**config.mk**
```make
export PLATFORM = sky130hd
export DESIGN_NAME = oam_dma_ctrl
export DESIGN_NICKNAME = d
export VERILOG_FILES = /design/src/rtl/nes_bus_pkg.sv /design/src/rtl/oam_dma_ctrl.sv
export SDC_FILE = /design/constraint.sdc
export NUM_CORES = 1
export LEC_CHECK = 0
export CAP_MARGIN = 20
export CORE_ASPECT_RATIO = 2
export CORE_MARGIN = 3
export CORE_UTILIZATION = 43
export DETAILED_ROUTE_END_ITERATION = 7
export GPL_TIMING_DRIVEN = 1
export PLACE_DENSITY = 0.87
export REMOVE_ABC_BUFFERS = 1
export SETUP_SLACK_MARGIN = 0.1
export SLEW_MARGIN = 5
export SYNTH_ARGS = -nofsm -noshare
export SYNTH_HDL_FRONTEND = slang
export SYNTH_SLANG_ARGS = --single-unit
```
**constraint.sdc**
```tcl
create_clock -name clk_ph1 -period 2 [get_ports clk_ph1]
set_clock_uncertainty 0.15 [all_clocks]
set_input_delay 0.5 -clock clk_ph1 [delete_from_list [all_inputs] [get_ports clk_ph1]]
set_output_delay 0.5 -clock clk_ph1 [all_outputs]
set_load 0.005 [all_outputs]
```
**src/rtl/nes_bus_pkg.sv**
```systemverilog
// Shared bus definitions for the NES-style system bus.
// Holds default register addresses and the sprite-DMA state encoding.
package nes_bus_pkg;

  localparam logic [15:0] DMA_REG_ADDR_DEF  = 16'h4014;
  localparam logic [15:0] OAM_DATA_ADDR_DEF = 16'h2004;

  typedef enum logic [2:0] {
    ST_IDLE,
    ST_HALT,
    ST_ALIGN,
    ST_GET,
    ST_PUT
  } dma_state_e;

  function automatic logic is_dma_state(input dma_state_e s);
    return s != ST_IDLE;
  endfunction

endpackage

```
**src/rtl/oam_dma_ctrl.sv**
```systemverilog
// Sprite-DMA sequencer and CPU/DMA bus arbiter.
// Copies one 256-byte page to the OAM data port while the CPU is halted.
module oam_dma_ctrl
  import nes_bus_pkg::*;
#(
  parameter logic [15:0] DMA_REG_ADDR  = DMA_REG_ADDR_DEF,
  parameter logic [15:0] OAM_DATA_ADDR = OAM_DATA_ADDR_DEF
) (
  input  logic        clk_ph1,
  input  logic        rst,
  input  logic [15:0] cpu_addr,
  input  logic [7:0]  cpu_dout,
  input  logic        cpu_r_nw,
  input  logic [7:0]  bus_din,
  output logic [15:0] bus_addr,
  output logic [7:0]  bus_dout,
  output logic        bus_r_nw,
  output logic        cpu_rdy,
  output logic        dma_active
);

  dma_state_e state;
  dma_state_e state_nxt;

  logic       odd;
  logic [7:0] index;
  logic [7:0] page;
  logic [7:0] latch;
  logic       trig;

  assign trig = (cpu_addr == DMA_REG_ADDR) && !cpu_r_nw;

  always_ff @(posedge clk_ph1 or posedge rst) begin
    if (rst) begin
      state <= ST_IDLE;
      odd   <= 1'b0;
      index <= 8'h00;
      page  <= 8'h00;
      latch <= 8'h00;
    end else begin
      state <= state_nxt;
      odd   <= ~odd;
      if (state == ST_IDLE && trig) begin
        page  <= cpu_dout;
        index <= 8'h00;
      end
      if (state == ST_GET)
        latch <= bus_din;
      // index wraps at FF; no carry into page
      if (state == ST_PUT)
        index <= index + 8'h01;
    end
  end

  always_comb begin
    state_nxt = state;
    unique case (state)
      ST_IDLE: begin
        if (trig)
          state_nxt = ST_HALT;
      end
      ST_HALT: begin
        // first CPU read is the halt cycle; realign so GET lands on odd==0
        if (cpu_r_nw)
          state_nxt = odd ? ST_GET : ST_ALIGN;
      end
      ST_ALIGN: state_nxt = ST_GET;
      ST_GET:   state_nxt = ST_PUT;
      ST_PUT: begin
        if (index == 8'hFF)
          state_nxt = ST_IDLE;
        else
          state_nxt = ST_GET;
      end
      default: state_nxt = ST_IDLE;
    endcase
  end

  always_comb begin
    bus_addr   = cpu_addr;
    bus_dout   = cpu_dout;
    bus_r_nw   = cpu_r_nw;
    cpu_rdy    = !is_dma_state(state);
    dma_active = is_dma_state(state);
    unique case (state)
      ST_GET: begin
        bus_addr = {page, index};
        bus_r_nw = 1'b1;
      end
      ST_PUT: begin
        bus_addr = OAM_DATA_ADDR;
        bus_r_nw = 1'b0;
        bus_dout = latch;
      end
      default: ;
    endcase
  end

endmodule

```
After elaboration in Yosys (flattened, before gate mapping)
Index checks and enable logic that the tools add are counted.
- $add $sub $neg: 1
- equality and inequality tests: 8
- mux-type cells: 10
- bitwise logic cells: 1
- reduce and logical (&&, ||, !) cells: 8
- operators with widths (cell ; number):
    case mux 16 bit (2 select lines) ; 1
    two-way mux 8 bit ; 3
    == test 16 x 15 -> 1 bit, second input constant ; 1
    case mux 3 bit (5 select lines) ; 1
    adder 8 x 1 -> 8 bit, second input constant ; 1
    == test 8 bit, second input constant ; 1
    == test 3 x 2 -> 1 bit, second input constant ; 2
    two-way mux 3 bit ; 2
    != test 2 bit, second input constant ; 2
    == test 3 x 1 -> 1 bit, second input constant ; 1
    == test 3 bit, second input constant ; 1
    zero test 3 bit ; 1
    nonzero test 3 bit ; 1
    logical AND 1 bit ; 2
    zero test 1 bit ; 2
    two-way mux 2 bit ; 1
    case mux 1 bit (2 select lines) ; 1
    AND reduction 2 bit ; 1
    nonzero test 2 bit ; 1
    two-way mux 1 bit ; 1
    NOT 1 bit ; 1
- register bits after elaboration: 28
- input port bits: 35
- output and inout bits: 27

Longest topological paths before layout
- depth in word-level cells: 5
- gate-level depth with buffers: 5
- gate-level depth less buffers: 5

Worst setup path before layout
OpenSTA, ideal clock, no wires.
- kind: input port to flip-flop
- from: input cpu_addr[0]
- to: register page[0]
- data arrival time: 1677 ps
- setup slack: 48 ps
- stages on the path: 5
- path through: nor4b_1 -> nand2_1 -> nor3_4 -> buf_6 -> mux2_4
- longest elaborated chain between the ends: 3
- RTL lines (element ; RTL line ; RTL):
    from (decl) ; oam_dma_ctrl.sv:11 ; input logic [15:0] cpu_addr,
    == test 16 x 15 -> 1 bit ; oam_dma_ctrl.sv:31 ; assign trig = (cpu_addr == DMA_REG_ADDR) && !cpu_r_nw;
    logical AND 1 bit ; oam_dma_ctrl.sv:31 ;
    logical AND 1 bit ; oam_dma_ctrl.sv:43 ; if (state == ST_IDLE && trig) begin
    to (signal assigned) ; oam_dma_ctrl.sv:44 ; page <= cpu_dout;
    to (decl) ; oam_dma_ctrl.sv:27 ; logic [7:0] page;
Every way passes these cells.
A chain may end at the register's enable or synchronous reset.

Final worst setup path
- from: register state[2]
- to: output bus_addr[0]
- longest elaborated chain between the ends: 2
- RTL lines (element ; RTL line ; RTL):
    from (decl) ; oam_dma_ctrl.sv:22 ; dma_state_e state;
    from (signal assigned) ; oam_dma_ctrl.sv:41 ; state <= state_nxt;
    == test 3 bit or == test 3 x 2 -> 1 bit (tied branches) ; oam_dma_ctrl.sv:85 ; unique case (state)
    case mux 16 bit (2 select lines) * ; oam_dma_ctrl.sv:85 ;
    to (decl) ; oam_dma_ctrl.sv:15 ; output logic [15:0] bus_addr,
Mark *: on every way between the ends. The rest lies on a longest branch, timed or not.

==> key figures <==
Run status
  – Status: complete, but fails checks
  – Failing checks: setup timing

Synth
  – Primary FF master, synth: dfrtp_1
  – Post-synthesis sequential area ratio: 44.8%
  – Combinational family with the most area after synthesis: simple AND/OR/NAND/NOR gates
  – Cells after synthesis: 155
  – Adder-Cell Fraction of Synth Area: less than 1%
  – Yosys warns: 0
  – Simple-gate share of the synthesized area: between 20% and 30%
  – EDFF count, synth: 0
  – Multiplexer area fraction after synthesis: ~14%
  – Fraction of registers with async set/reset: between 90% and 100%
  – Post-synthesis cell type count: 36
  – Post-Synth XOR/XNOR Area: under 10%
  – Synth Area in Compound Gates: between 10% and 20%
  – Syn Std Cell Area: 1560 sq um
  – Syn_area_per_cell: 10.1 sq um
  – Post-synthesis register bit count: 28

STA
  – Achievable Freq: around 420 MHz
  – Final hold violations: 0
  – Setup WS post-layout: -0.376 ns
  – Slew Viols, Final: 0
  – Tcrit/Tclk final: 119%
  – Setup TNS: -6.75 ns
  – # setup viols final: 27
  – Relative slew margins: approximately 76%
  – Worst-margin pin slew: 0.366 ns
  – RSZ-0062 raised after global routing: true
  – Tmin final: ~2.4 ns

Drt
  – Detailed-route DRC error count: 0
  – DRT iter0 DRCs: 53
  – Pre-antenna DRT Iters: 4
  – Vias per cell: between 5 and 6
  – Post-route ant nets: 0
  – Routed via count: 1834
  – Avg WL per Cell: 21.2 um
  – Total routed wirelength: roughly 7000 um

Placed design
  – Routability cong.: 0.887
  – Dpl cell area: ~2400 sq um
  – Port bufs: 61
  – Hpwl dp: 3480 um

Layout
  – Cell area after layout: 2850 sq um
  – Layout Nets: 310
  – Layout cells sized above 1: approximately 54%
  – Antenna Cells: 0
  – Area Overhead vs Synth: 82.0%

Floorplan
  – Row cnt: 30
  – Core Area: around 3500 sq um
  – Die X: 48.6 um
  – Initial Utilization: approximately 45%
  – Die area: about 4400 sq um
  – Die Y: about 91 um
  – Ports: 62

Job
  – Max_cap viols: 0

Power and ir drop
  – Static leakage: about 1.4 nW
  – Total Power: between 3 and 4 mW
  – Cell Pwr Density: 1230 nW/um^2
  – Peak supply drop: 0.00116 V

Setup path
  – Critical path peak fanout: 4
  – Buf/Inv on CP: 4
  – CP arrival: around 1.7 ns
  – Worst-path cell chain: buf_6 -> nor2_4 -> nor2_4 -> buf_6 -> buf_6 -> a22o_1 -> buf_2
  – Required time of the critical path: between 1 and 1.5 ns
  – Crit-path max cell delay: ~0.45 ns
  – CP dominant cell by count: buf_6
  – Critical path class: flop to output port
  – Startpoint types: flop
  – CP top delay family: buffers and inverters
  – Critical Path End Type: output port
  – CP max stage cell: dfrtp_2

Clocking
  – Sinks on Clock Net: 28
  – Hold_buf cts: 0
  – CTS Buffer Depth: 2
  – CTS tree: done
  – Htree depth: 1
  – Cts bufs inserted: 3
  – Root buffer cell: clkbuf_8
  – Clock Latency Late Sink: about 0.28 ns
  – Clock slew at reported path FFs: ~0.09 ns

Global route
  – First-pass GRT wire length: just over 10000 um
  – Antenna violations before repair: 0
  – Largest net degree at the start of global routing: 29
  – Tot GR Track Use: about 30%
  – Remaining Overflow, GRT: 0
  – Vias in the first global route: ~2000

Hold path
  – HP Class: flop to flop
==> flip-flops by register name, summed over array words and instances, names as in the netlist <==
name	count
latch	8
index	8
page	8
odd	1
state	3
==> report_power, final <==
part / internal [mW] / switching [mW]
registers: 0.766 / 0.257
logic: 1.22 / 0.910
clock network: 0.177 / 0.180
==> stage by stage <==
stage	setup slack (ns)	utilization [%]	hold slack (ns)	cells
6_report	-0.376	82.4	0.282	321
5_1_grt	-0.405	82.4	0.299	321
4_1_cts	-0.316	80.1	0.279	318
3_5_place_dp	-0.522	70.0	0.265	285
3_3_place_gp	-0.453	70.0	0.259	285
2_1_floorplan	-0.233	-	0.233	148
==> cell usage after synthesis, types with 2 or more instances <==
cell	n	area, sq um
nand4b_1	2	17.5
xor2_1	2	17.5
a22o_1	14	123
o21ai_0	7	35.0
nand3_1	5	25.0
buf_2	4	20.0
mux2_4	2	30.0
nor2b_1	2	12.5
inv_1	2	7.51
or3_1	2	12.5
nand2_1	39	146
mux2_2	15	169
o22ai_1	2	12.5
dfrtp_1	28	701
mux2i_1	2	20.0
and3_1	2	12.5
nor3_4	2	32.5
a21o_1	2	15.0
nor2_1	3	11.3
clkbuf_1	2	7.51
==> final cells by class <==
type                    count  area, sq um
flip-flops and latches     28          704
well taps                  48         60.1
inverters                   3         11.3
fillers                   181          607
clock buffers               4         55.1
repair buffers            121         1050
multi-input cells         117          962
==> final timing paths <==
| kind | startpoint | to | slack [ns] | cells after the start |
|---|---|---|---|---|
| setup / recovery | state[2] | bus_addr[0] | -0.38 | 7 |
| hold / removal | odd | odd | 0.28 | 1 |
| setup reg to reg | state[0] | page[3] | 0.02 | 7 |
| hold reg to reg | odd | odd | 0.28 | 1 |
| max in group asynchronous | rst | state[0] | 0.96 | 3 |
| min in group asynchronous | rst | latch[0] | 0.45 | 3 |
==> per-layer routing <==
metal | track usage, % | wire length [um] | vias to the layer above
met3 | 3.61 | 431 | 31
met1 | 32.8 | 2370 | 893
met2 | 53.3 | 3600 | 117
met5 | 0 | 0 | -
li1 | - | - | 793
met4 | 18.5 | 409 | 0
==> cells by family after synthesis <==
group | Yosys count
AND/OR/NAND/NOR | 65
AO/OA/AOI/OAI | 30
flip-flops | 28
multiplexers | 19
buffers and inverters | 10
XOR/XNOR | 2
adder cells (fa/ha/maj) | 1
==> placed cells by master, fill, tap and decap left out, types with 3 or more instances in the layout <==
cell / instances
a22o_1: 14
buf_2: 29
buf_4: 31
buf_6: 26
clkbuf_8: 4
clkdlybuf4s50_1: 18
dfrtp_1: 25
dfrtp_2: 3
dlygate4sd2_1: 9
mux2_2: 11
mux2_4: 6
nand2_1: 21
nand2_2: 14
nand2_4: 4
nand3_1: 5
nor2_4: 3
o21ai_0: 6
==> repair_timing <==
item                       CTS  global route
hold endpoints to repair     0             0
setup buffers               26             5
pin swaps                   30            16
setup endpoints to repair   44            40
gates resized for setup    192            25
cloned                       3             0
(Power assumes the default switching activity.)
